## src/rtl/divider_cfg_ctrl_pkg.sv

```systemverilog
// Shared definitions for the N_divider reconfiguration sequencer:
// divisor width default, state encodings and reset divisor.
package divider_cfg_ctrl_pkg;

    localparam int SIZE_DEF      = 4;
    localparam int DEFAULT_N_DEF = 1;

    typedef enum logic [2:0] {
        INIT    = 3'd0,
        IDLE    = 3'd1,
        QUIESCE = 3'd2,
        RST     = 3'd3,
        SETTLE  = 3'd4
    } state_e;

    function automatic int max2(input int a, input int b);
        return (a > b) ? a : b;
    endfunction

endpackage

```

## src/rtl/divider_cfg_ctrl_cycle_timer.sv

```systemverilog
// Down-counter shared by the reset and settle phases: load, decrement, zero flag.
// Saturates at zero so it never wraps; every phase entry reloads it.
module divider_cfg_ctrl_cycle_timer #(
    parameter int             W       = 2,
    parameter logic [W-1:0]   RST_VAL = '0
) (
    input  logic         ref_clk,
    input  logic         reset,
    input  logic         load,
    input  logic         dec,
    input  logic [W-1:0] load_val,
    output logic         zero
);

    logic [W-1:0] count_q, count_d;

    always_comb begin
        count_d = count_q;
        if (load)
            count_d = load_val;
        else if (dec && (count_q != '0))
            count_d = count_q - W'(1);
    end

    always_ff @(posedge ref_clk) begin
        if (reset) count_q <= RST_VAL;
        else       count_q <= count_d;
    end

    assign zero = (count_q == '0);

endmodule

```

## src/rtl/divider_cfg_ctrl.sv

```systemverilog
// Reconfiguration sequencer for N_divider: accepts a new divisor, drops enable,
// pulses the divider reset with the new N on the bus, settles, then re-enables.
module divider_cfg_ctrl
    import divider_cfg_ctrl_pkg::*;
#(
    parameter int SIZE          = SIZE_DEF,
    parameter int DEFAULT_N     = DEFAULT_N_DEF,
    parameter int RST_CYCLES    = 2,
    parameter int SETTLE_CYCLES = 1
) (
    input  logic            ref_clk,
    input  logic            reset,
    input  logic            run,
    input  logic            req_valid,
    input  logic [SIZE-1:0] req_n,
    output logic            req_ready,
    output logic            div_enable,
    output logic            div_reset,
    output logic [SIZE-1:0] div_n,
    output logic            busy,
    output logic            done,
    output logic            err
);

    localparam int              CW         = $clog2(max2(RST_CYCLES, SETTLE_CYCLES) + 1);
    localparam logic [CW-1:0]   RST_LOAD   = CW'(RST_CYCLES - 1);
    localparam logic [CW-1:0]   SET_LOAD   = CW'(SETTLE_CYCLES - 1);
    localparam logic [SIZE-1:0] DEF_N      = SIZE'(DEFAULT_N);

    state_e          state_q, state_d;
    logic [SIZE-1:0] div_n_q, div_n_d, pend_n_q, pend_n_d;
    logic            div_reset_q, div_reset_d, div_enable_q, div_enable_d;
    logic            req_ready_q, req_ready_d, busy_q, busy_d;
    logic            done_q, done_d, err_q, err_d;
    // Distinguishes a requested sequence from the power-up one, which ends without done.
    logic            from_req_q, from_req_d;
    logic            t_load, t_dec, t_zero;
    logic [CW-1:0]   t_val;

    divider_cfg_ctrl_cycle_timer #(.W(CW), .RST_VAL(RST_LOAD)) u_timer (
        .ref_clk  (ref_clk),
        .reset    (reset),
        .load     (t_load),
        .dec      (t_dec),
        .load_val (t_val),
        .zero     (t_zero)
    );

    always_comb begin
        state_d      = state_q;
        div_n_d      = div_n_q;
        pend_n_d     = pend_n_q;
        div_reset_d  = div_reset_q;
        div_enable_d = div_enable_q;
        req_ready_d  = req_ready_q;
        busy_d       = busy_q;
        from_req_d   = from_req_q;
        done_d       = 1'b0;
        err_d        = 1'b0;
        t_load       = 1'b0;
        t_dec        = 1'b0;
        t_val        = RST_LOAD;

        case (state_q)
            INIT, RST: begin
                t_dec = 1'b1;
                if (t_zero) begin
                    state_d     = SETTLE;
                    div_reset_d = 1'b0;
                    t_load      = 1'b1;
                    t_val       = SET_LOAD;
                end
            end
            SETTLE: begin
                t_dec = 1'b1;
                if (t_zero) begin
                    state_d      = IDLE;
                    div_enable_d = run;
                    req_ready_d  = 1'b1;
                    busy_d       = 1'b0;
                    done_d       = from_req_q;
                    from_req_d   = 1'b0;
                end
            end
            IDLE: begin
                div_reset_d  = 1'b0;
                req_ready_d  = 1'b1;
                busy_d       = 1'b0;
                div_enable_d = run;
                if (req_valid && req_ready_q) begin
                    if (req_n == '0) begin
                        err_d = 1'b1;
                    end else begin
                        state_d      = QUIESCE;
                        pend_n_d     = req_n;
                        div_enable_d = 1'b0;
                        req_ready_d  = 1'b0;
                        busy_d       = 1'b1;
                        from_req_d   = 1'b1;
                    end
                end
            end
            QUIESCE: begin
                state_d     = RST;
                div_n_d     = pend_n_q;
                div_reset_d = 1'b1;
                t_load      = 1'b1;
                t_val       = RST_LOAD;
            end
            default: state_d = INIT;
        endcase
    end

    always_ff @(posedge ref_clk) begin
        if (reset) begin
            state_q      <= INIT;
            div_n_q      <= DEF_N;
            pend_n_q     <= DEF_N;
            div_reset_q  <= 1'b1;
            div_enable_q <= 1'b0;
            req_ready_q  <= 1'b0;
            busy_q       <= 1'b1;
            done_q       <= 1'b0;
            err_q        <= 1'b0;
            from_req_q   <= 1'b0;
        end else begin
            state_q      <= state_d;
            div_n_q      <= div_n_d;
            pend_n_q     <= pend_n_d;
            div_reset_q  <= div_reset_d;
            div_enable_q <= div_enable_d;
            req_ready_q  <= req_ready_d;
            busy_q       <= busy_d;
            done_q       <= done_d;
            err_q        <= err_d;
            from_req_q   <= from_req_d;
        end
    end

    assign req_ready  = req_ready_q;
    assign div_enable = div_enable_q;
    assign div_reset  = div_reset_q;
    assign div_n      = div_n_q;
    assign busy       = busy_q;
    assign done       = done_q;
    assign err        = err_q;

endmodule

```

## config.mk

```make
export PLATFORM = sky130hd
export DESIGN_NAME = divider_cfg_ctrl
export DESIGN_NICKNAME = d
export VERILOG_FILES = /design/src/rtl/divider_cfg_ctrl_pkg.sv /design/src/rtl/divider_cfg_ctrl_cycle_timer.sv /design/src/rtl/divider_cfg_ctrl.sv
export SDC_FILE = /design/constraint.sdc
export NUM_CORES = 1
export LEC_CHECK = 0
export ABC_AREA = 1
export BUFFER_PORTS_ARGS = -buffer_cell sky130_fd_sc_hd__buf_2
export CORE_AREA = 3 3 45 47
export DETAILED_ROUTE_END_ITERATION = 8
export DIE_AREA = 0 0 48 50
export GPL_TIMING_DRIVEN = 0
export PLACE_DENSITY = 0.77
export SLEW_MARGIN = 25
export SYNTH_ARGS = -nofsm -noshare
export SYNTH_HDL_FRONTEND = slang
export SYNTH_SLANG_ARGS = --single-unit
```

## constraint.sdc

```tcl
create_clock -name ref_clk -period 2 [get_ports ref_clk]
set_clock_uncertainty 0.1 [all_clocks]
set_input_delay 0.4 -clock ref_clk [delete_from_list [all_inputs] [get_ports ref_clk]]
set_output_delay 0.4 -clock ref_clk [all_outputs]
set_load 0.03 [all_outputs]
```

Word-level counts from Yosys, hierarchy flattened
Index checks and enable logic that the tools add are counted.

Reduce and logical (&&, ||, !) cells: 18. Add/subtract/negate cells: 1. Equal/unequal tests: 8. Muxes and demuxes: 28. Bitwise logic cells: 5.

Operators by type and width (number): $mux 1 (15); $mux 3 (4); $pmux 3 s4 (1); $pmux 1 s2 (5); $reduce_or 3->1 (3); $ne 2x2->1 const B (4); $reduce_and 4->1 (2); $eq 3x2->1 const B (2); $reduce_bool 2->1 (3); $not 1->1 (5); $logic_not 4->1 (1); $mux 2 (2); $reduce_and 2->1 (2); $eq 3x1->1 const B (1); $eq 3x3->1 const B (1); $logic_not 3->1 (1); $pmux 1 s3 (1); $reduce_and 3->1 (1); $reduce_bool 3->1 (1); $logic_and 1x1->1 (2); $logic_not 2->1 (1); $reduce_or 2->1 (1); $sub 2x1->2 const B (1).

Register bits: 20.

Logic depth before layout (Yosys ltp)
Gate-level depths: netlist of the first run.

Depth after elaboration: 6. Depth in mapped cells: 8. Depth with buffers taken out: 8.

Modules after synthesis
Synthesis of the first run repeated with hierarchy kept, for this count alone.

Cells, all modules: 128. Area total of the unflattened synthesis: 909.6 um^2.

By module, submodules not included: divider_cfg_ctrl (times used 1, cells each 106, area an instance 778.2 um^2); divider_cfg_ctrl_cycle_timer (times used 1, cells each 22, area an instance 131.4 um^2).

Least setup slack after synthesis of the first run
No wires, ideal clock.

Path type: register -> register. Start point: register req_ready_q, in the netlist req_ready. End point: register state_q[0]. Slack: 0.698 ns. Data required time: 1.785 ns. Arrival time: 1.087 ns. Stages on the path, launching flop included: 8. Setup time: 0.115 ns. Buffers on the path: 0. Path through: dfxtp_1 > nand2_1 > inv_1 > nor2_2 > nor2_4 > nand3_1 > nand2_1 > nor2_1.

Longest elaborated chain between the ends: 3.

Ends and longest elaborated chain: start, declared (line divider_cfg_ctrl.sv:33) `logic req_ready_q, req_ready_d, busy_q, busy_d;`; start signal, assigned (line divider_cfg_ctrl.sv:132) `req_ready_q <= req_ready_d;`; $logic_and 1x1->1 (line divider_cfg_ctrl.sv:90) `if (req_valid && req_ready_q) begin`; $ne 2x2->1 (no source line); $reduce_and 4->1 (no source line); end signal, assigned (line divider_cfg_ctrl.sv:127) `state_q <= state_d;`; end, declared (line divider_cfg_ctrl.sv:30) `state_e state_q, state_d;`.

No other way between the ends. A chain may end at the register's enable or synchronous reset.

Worst setup path in the final report of the first run
Start point: register req_ready_q, in the netlist req_ready. End point: output req_ready.

RTL lines: end, declared (line divider_cfg_ctrl.sv:16) `output logic req_ready,`.

No word-level cell between the ends.

==> results.json, run 1 <==
{
  "clockRootBuffer": "clkbuf_4",
  "fp.dieH_um": 50,
  "cts_sinks": 20,
  "worstSetupPathType": "reg -> out",
  "crit_path_top_delay_cell": "dfxtp_1",
  "wl_um": 1720,
  "post-layout-total-power_mw": 1.45,
  "core_um2": 1690,
  "finish.instance_area_um2": 1050,
  "ctsResizeCount": 0,
  "htreeDepth": 1,
  "drt_iter0_drc": 9,
  "clockBufferDepth": 2,
  "hold_violations": 0,
  "grt_pass1_wl_um": 2980,
  "grt_overflow": 0,
  "crit_family": "flip-flops",
  "cp_max_fo": 3,
  "finalCritPeriodShare_pct": 69.2,
  "die_area_um2": 2400,
  "seq_area_frac_synth_pct": 43.8,
  "synth_cells": 125,
  "synth_area_per_cell_um2": 7.31,
  "fin_nets": 155,
  "place_hpwl_um": 1360,
  "crit_arrival_ns": 0.88,
  "ir_drop_v": 0.000642,
  "netlist_area_um2": 913,
  "cp.required_ns": 1.50,
  "total_leakage_power_nw": 0.530,
  "drc": 0,
  "postRouteAntennaNets": 0,
  "cts_setup_buffers": 0,
  "place_area_um2": 1010,
  "via_per_inst": 5.09,
  "num_antenna_cells": 0,
  "setup_violations": 0,
  "start_util_pct": 54.1,
  "fmax_ghz": 0.722,
  "gp_congestion": 0.764,
  "hold-path-cell-count": 3,
  "track_usage_pct": 16.8,
  "synth_ff_type": "dfxtp_1",
  "synth_nets": 134,
  "synth_edf_count": 0,
  "cts.clk_slew.worst_paths_ns": 0.11,
  "worstSetupEndpointType": "primary output",
  "antenna_found_initial": 0,
  "synth_warnings": 0,
  "cts_buffers": 3,
  "drive_gt1_share_pct": 25.5,
  "async_reset_ff_share_pct": 0,
  "relSlewSlack_pct": 73.6,
  "rows": 15,
  "p_per_area_nw_per_um2": 1380,
  "first_pass_iters": 4,
  "min_from": "req_n[0]",
  "synth_cell_types": 23,
  "status": "finished, final reports clean",
  "tightest_slew_ns": 0.396,
  "grt_pass1_vias": 755,
  "rsz0062_at_grt": "no",
  "tns_ns": 0,
  "ff2ff_path_depth": 7,
  "num_vias": 825,
  "drv_cap": 0,
  "hold_end": "pend_n_q[0]",
  "hold_buffers": 0,
  "ys_ff_latch": 20,
  "critPathBufInv": 1,
  "die_w_um": 48,
  "rrSetupSlack_ns": 0.63,
  "crit_chain": "buf_2",
  "cts_tree": "done",
  "start_kind": "flip-flop",
  "period_needed_ns": 1.38,
  "hold_path_class": "in -> reg",
  "slew_violations": 0,
  "whs_ns": 0.216,
  "r2r-start": "u_timer.count_q[0]",
  "r2r_end": "div_enable",
  "clk_latency_ns": 0.30,
  "area_growth_pct": 15.1,
  "io_buffers": 16,
  "wl_per_cell_um": 10.6,
  "grt_max_degree": 12,
  "pin_count": 18,
  "max_stage_delay_ns": 0.37,
  "nFillCells": 176
}
==> metal layers <==
metal | vias to the layer above | GRT usage, % | routed length, µm
li1 | 437 | - | -
met1 | 372 | 19.5 | 736
met2 | 12 | 28.2 | 894
met3 | 4 | 4.01 | 59
met4 | 0 | 6.73 | 25
met5 | - | 0 | 0
==> worst max-delay path by stage <==
stage	cells past startpoint	start	to
CTS	1	req_ready	req_ready
detailed placement	7	req_n[3]	state_q[1]
finish	1	req_ready	req_ready
floorplan	7	req_ready	state_q[0]
global placement	7	req_n[3]	state_q[1]
global route	7	u_timer.count_q[0]	div_enable
==> final cells by class <==
type | count | area [µm²] | area share, %
Buffer | 2 | 8.76 | 0.833
Clock buffer | 4 | 36.3 | 3.45
Inverter | 18 | 67.6 | 6.43
Multi-Input combinational cell | 85 | 437 | 41.5
Sequential cell | 20 | 400 | 38.1
Tap cell | 17 | 21.3 | 2.02
Timing Repair Buffer | 16 | 80.1 | 7.62
==> layout by cell type (no fill, tap or decap) <==
cell type,netlist,final
o21ai_2,1,1
clkbuf_1,1,1
o21ai_0,2,2
ha_1,1,1
nand2_1,31,31
inv_2,6,6
dfxtp_1,20,20
nand3_2,1,1
nor4_1,1,1
nand4_2,1,1
nor2_2,2,2
nand2_2,1,1
nor2_1,15,15
clkbuf_4,0,3
nor3_1,2,2
nand3_1,10,10
o21ai_1,4,4
buf_2,1,17
clkbuf_8,0,1
nand2_4,1,1
nand3_4,2,2
o211ai_1,1,1
nor2_4,1,1
inv_1,12,12
a21oi_1,8,8
==> per-stage QoR <==
| step | std cells | utilization [%] | worst slack (ns) |
|---|---|---|---|
| 2_1_floorplan | 125 | - | 0.698 |
| 3_3_place_gp | 158 | 60.1 | 0.627 |
| 3_5_place_dp | 158 | 60.1 | 0.584 |
| 4_1_cts | 162 | 62.2 | 0.617 |
| 5_1_grt | 162 | 62.2 | 0.516 |
| 6_report | 162 | 62.2 | 0.615 |
==> Yosys cell counts (2+ instances only) <==
library cell  number  area (µm²)
nor2_2             2        12.5
a21oi_1            8        40.0
nand2_1           31         116
nor2_1            15        56.3
nand3_1           10        50.1
o21ai_1            4        20.0
nand3_4            2        35.0
inv_2              6        22.5
o21ai_0            2        10.0
nor3_1             2        10.0
dfxtp_1           20         400
inv_1             12        45.0
==> power breakdown <==
part	switching [mW]	internal [mW]
logic	0.441	0.226
registers	0.0646	0.489
clock network	0.122	0.111
==> sequential cells by signal, summed over array words and instances, names as in the netlist <==
register and count:
done 1, busy 1, div_n 4, pend_n_q 4, state_q 3, err 1, div_enable 1, req_ready 1
u_timer.count_q 2, div_reset 1, from_req_q 1
==> cell families (layout without fill, tap and decap cells) <==
kind of cell,count (synthesis),count (layout),synth area share (%)
flip-flops,20,20,43.8
buffers and inverters,20,40,8.35
AND/OR/NAND/NOR,68,68,37.0
AO/OA/AOI/OAI,16,16,9.45
adder cells (fa/ha/maj),1,1,1.37
Power figures use the tool's default switching activity.
==> run 2: changes to the inputs <==
--- a/config.mk
+++ b/config.mk
@@ -7,11 +7,11 @@
 export LEC_CHECK = 0
 export ABC_AREA = 1
 export BUFFER_PORTS_ARGS = -buffer_cell sky130_fd_sc_hd__buf_2
-export CORE_AREA = 3 3 45 47
+export CORE_AREA = 3 3 49 51
 export DETAILED_ROUTE_END_ITERATION = 8
-export DIE_AREA = 0 0 48 50
+export DIE_AREA = 0 0 52 54
 export GPL_TIMING_DRIVEN = 0
-export PLACE_DENSITY = 0.77
+export PLACE_DENSITY = 0.69
 export SLEW_MARGIN = 25
 export SYNTH_ARGS = -nofsm -noshare
 export SYNTH_HDL_FRONTEND = slang
==> constraint.sdc (replaced) <==
create_clock -name ref_clk -period 1.1 [get_ports ref_clk]
set_clock_uncertainty 0.1 [all_clocks]
set_input_delay 0.22 -clock ref_clk [delete_from_list [all_inputs] [get_ports ref_clk]]
set_output_delay 0.22 -clock ref_clk [all_outputs]
set_load 0.03 [all_outputs]
==> run 2 against run 1 <==
Compared with the run above:
- sequential share of layout area decreased by 6.3 points
- critical path type is now reg -> reg
- critical endpoint is now div_enable
- clock power increased by 78%
- combinational power increased to 2.6 times the previous value
- die area increased by 17%
- count of clock-buffer cells in the layout unchanged
- via count increased by 2.2%
- core utilization increased by 5.7 points
- the run now ends with setup timing left
- global-route usage decreased by 1.7 points
- hold slack got worse by 0.17 ns
- cell count increased by 13%
==> results.json, run 2 (synthesis results as in run 1) <==
{
  "status": "finished, violations left",
  "violations": "setup timing",
  "core_um2": 1980,
  "io_buffers": 16,
  "die_area_um2": 2810,
  "cts.clk_slew.worst_paths_ns": 0.11,
  "die_w_um": 52,
  "crit_path_top_delay_cell": "dfxtp_4",
  "gr-usage-met3_pct": 2.22,
  "antenna_found_initial": 0,
  "grt_pass1_wl_um": 3240,
  "final_common_cell": "nand2_1",
  "intPower_mw": 1.91,
  "drive_gt1_share_pct": 51.3,
  "grt_max_degree": 12,
  "use_met1_pct": 18.6,
  "drt_iter0_drc": 11,
  "first_pass_iters": 4,
  "start_util_pct": 46.1,
  "grt_pass1_vias": 812,
  "cp_max_fo": 5,
  "tns_ns": -1.20,
  "gp_congestion": 0.776,
  "total_leakage_power_nw": 0.603,
  "p_sw_mw": 1.37,
  "wl_per_cell_um": 10.5,
  "track_usage_pct": 15.1,
  "max_stage_delay_ns": 0.39,
  "p_per_area_nw_per_um2": 2440,
  "htreeDepth": 1,
  "dpl.cell_count": 168,
  "setup_violations": 18,
  "crit_arrival_ns": 1.27,
  "fin_nets": 166,
  "p_comb_share_pct": 53.8,
  "slew_violations": 0,
  "ir_drop_v": 0.00150,
  "clk_latency_ns": 0.29,
  "via_per_inst": 4.61,
  "dp_slack_ns": -0.133,
  "cts_buffers": 3,
  "rsz0062_at_grt": "yes",
  "start_kind": "flip-flop",
  "wl_um": 1920,
  "min_from": "req_n[0]",
  "p_clk_share_pct": 12.6,
  "finalWorstSetupSlack_ns": -0.0967,
  "r2r-start": "state_q[1]",
  "finish.instance_area_um2": 1350,
  "pin_count": 18,
  "fin_util_pct": 67.9,
  "period_needed_ns": 1.20,
  "hold_path_class": "in -> reg",
  "hold_violations": 0,
  "rrSetupSlack_ns": -0.1,
  "drv_cap": 0,
  "clockRootBuffer": "clkbuf_4",
  "netSwitchingFraction_pct": 41.7,
  "whs_ns": 0.0446,
  "drc": 0,
  "fmax_ghz": 0.836,
  "place_area_um2": 1080,
  "cts_tree": "done",
  "seqCellArea_um2": 428,
  "postRouteAntennaNets": 0,
  "cts_sinks": 20,
  "use_met2_pct": 26.2,
  "nFillCells": 167,
  "crit_chain": "inv_6, nand3_4, buf_6, nand2_4, inv_2, nand2_1, a21oi_2",
  "rows": 16,
  "final_cell_mix": "nand2_1 (28), nor2_1 (15), buf_6 (13), dfxtp_2 (10)",
  "cp.required_ns": 1.17,
  "pwr-share-seq_pct": 33.6,
  "tightest_slew_ns": 0.426,
  "area_growth_pct": 47.4,
  "post-layout-total-power_mw": 3.28,
  "grt_overflow": 0,
  "grt.busiest_layer": "met2",
  "worstSetupEndpointType": "flip-flop",
  "num_antenna_cells": 0,
  "place_hpwl_um": 1320,
  "relSlewSlack_pct": 71.6,
  "layoutNonFillerInstCount": 183,
  "finalCritPeriodShare_pct": 109,
  "fp.dieH_um": 54,
  "multi_input_area_um2": 520,
  "hold_buffers": 0,
  "startpoint": "state_q[1]",
  "worstSetupPathType": "reg -> reg",
  "clockBufferDepth": 2,
  "num_vias": 843
}
-- run 2: repair_timing --
item                                   in CTS  in global routing
pin swaps                                  14                  7
setup endpoints to repair                  26                 29
buffers inserted                            7                  4
gates resized for setup                    36                 17
cloned                                      0                  0
endpoints found under the hold margin       0                  0
-- run 2: worst max-delay path: cells and delay by family, from the launching register on --
kind / cells / cell delay (ns)
flops: 1 / 0.39
buf+inv: 3 / 0.27
simple gates: 3 / 0.25
compound gates: 1 / 0.05
-- run 2: power by group through the flow --
stage	registers (mW)	logic [mW]	clock network, mW
global route	1.12	1.95	0.444
detailed placement	1.07	1.31	0
CTS	1.09	1.59	0.424
floorplan	1.20	0.927	0
global placement	1.06	1.28	0
finish	1.10	1.76	0.414
-- run 2: area by class of cell --
cell class / count / area share [%]
Sequential cell: 20 / 31.8
Multi-Input combinational cell: 85 / 38.7
Inverter: 18 / 6.13
Timing Repair Buffer: 27 / 17.6
Tap cell: 27 / 2.51
Buffer: 2 / 0.651
Clock buffer: 4 / 2.70
-- run 2: path summary, 6_finish.rpt --
check,endpoint,depth (start not counted)
worst max register to register,div_enable,7
worst min register to register,done,2
worst max-delay path,div_enable,7
worst min-delay path,pend_n_q[0],3
-- run 2: layer usage --
layer / routed length [µm] / up-vias / part of all wire (%)
met5: 0 / - / 0
met4: 19 / 0 / 0.99
met3: 61 / 2 / 3.2
met2: 939 / 12 / 49
met1: 896 / 374 / 47
li1: - / 455 / -
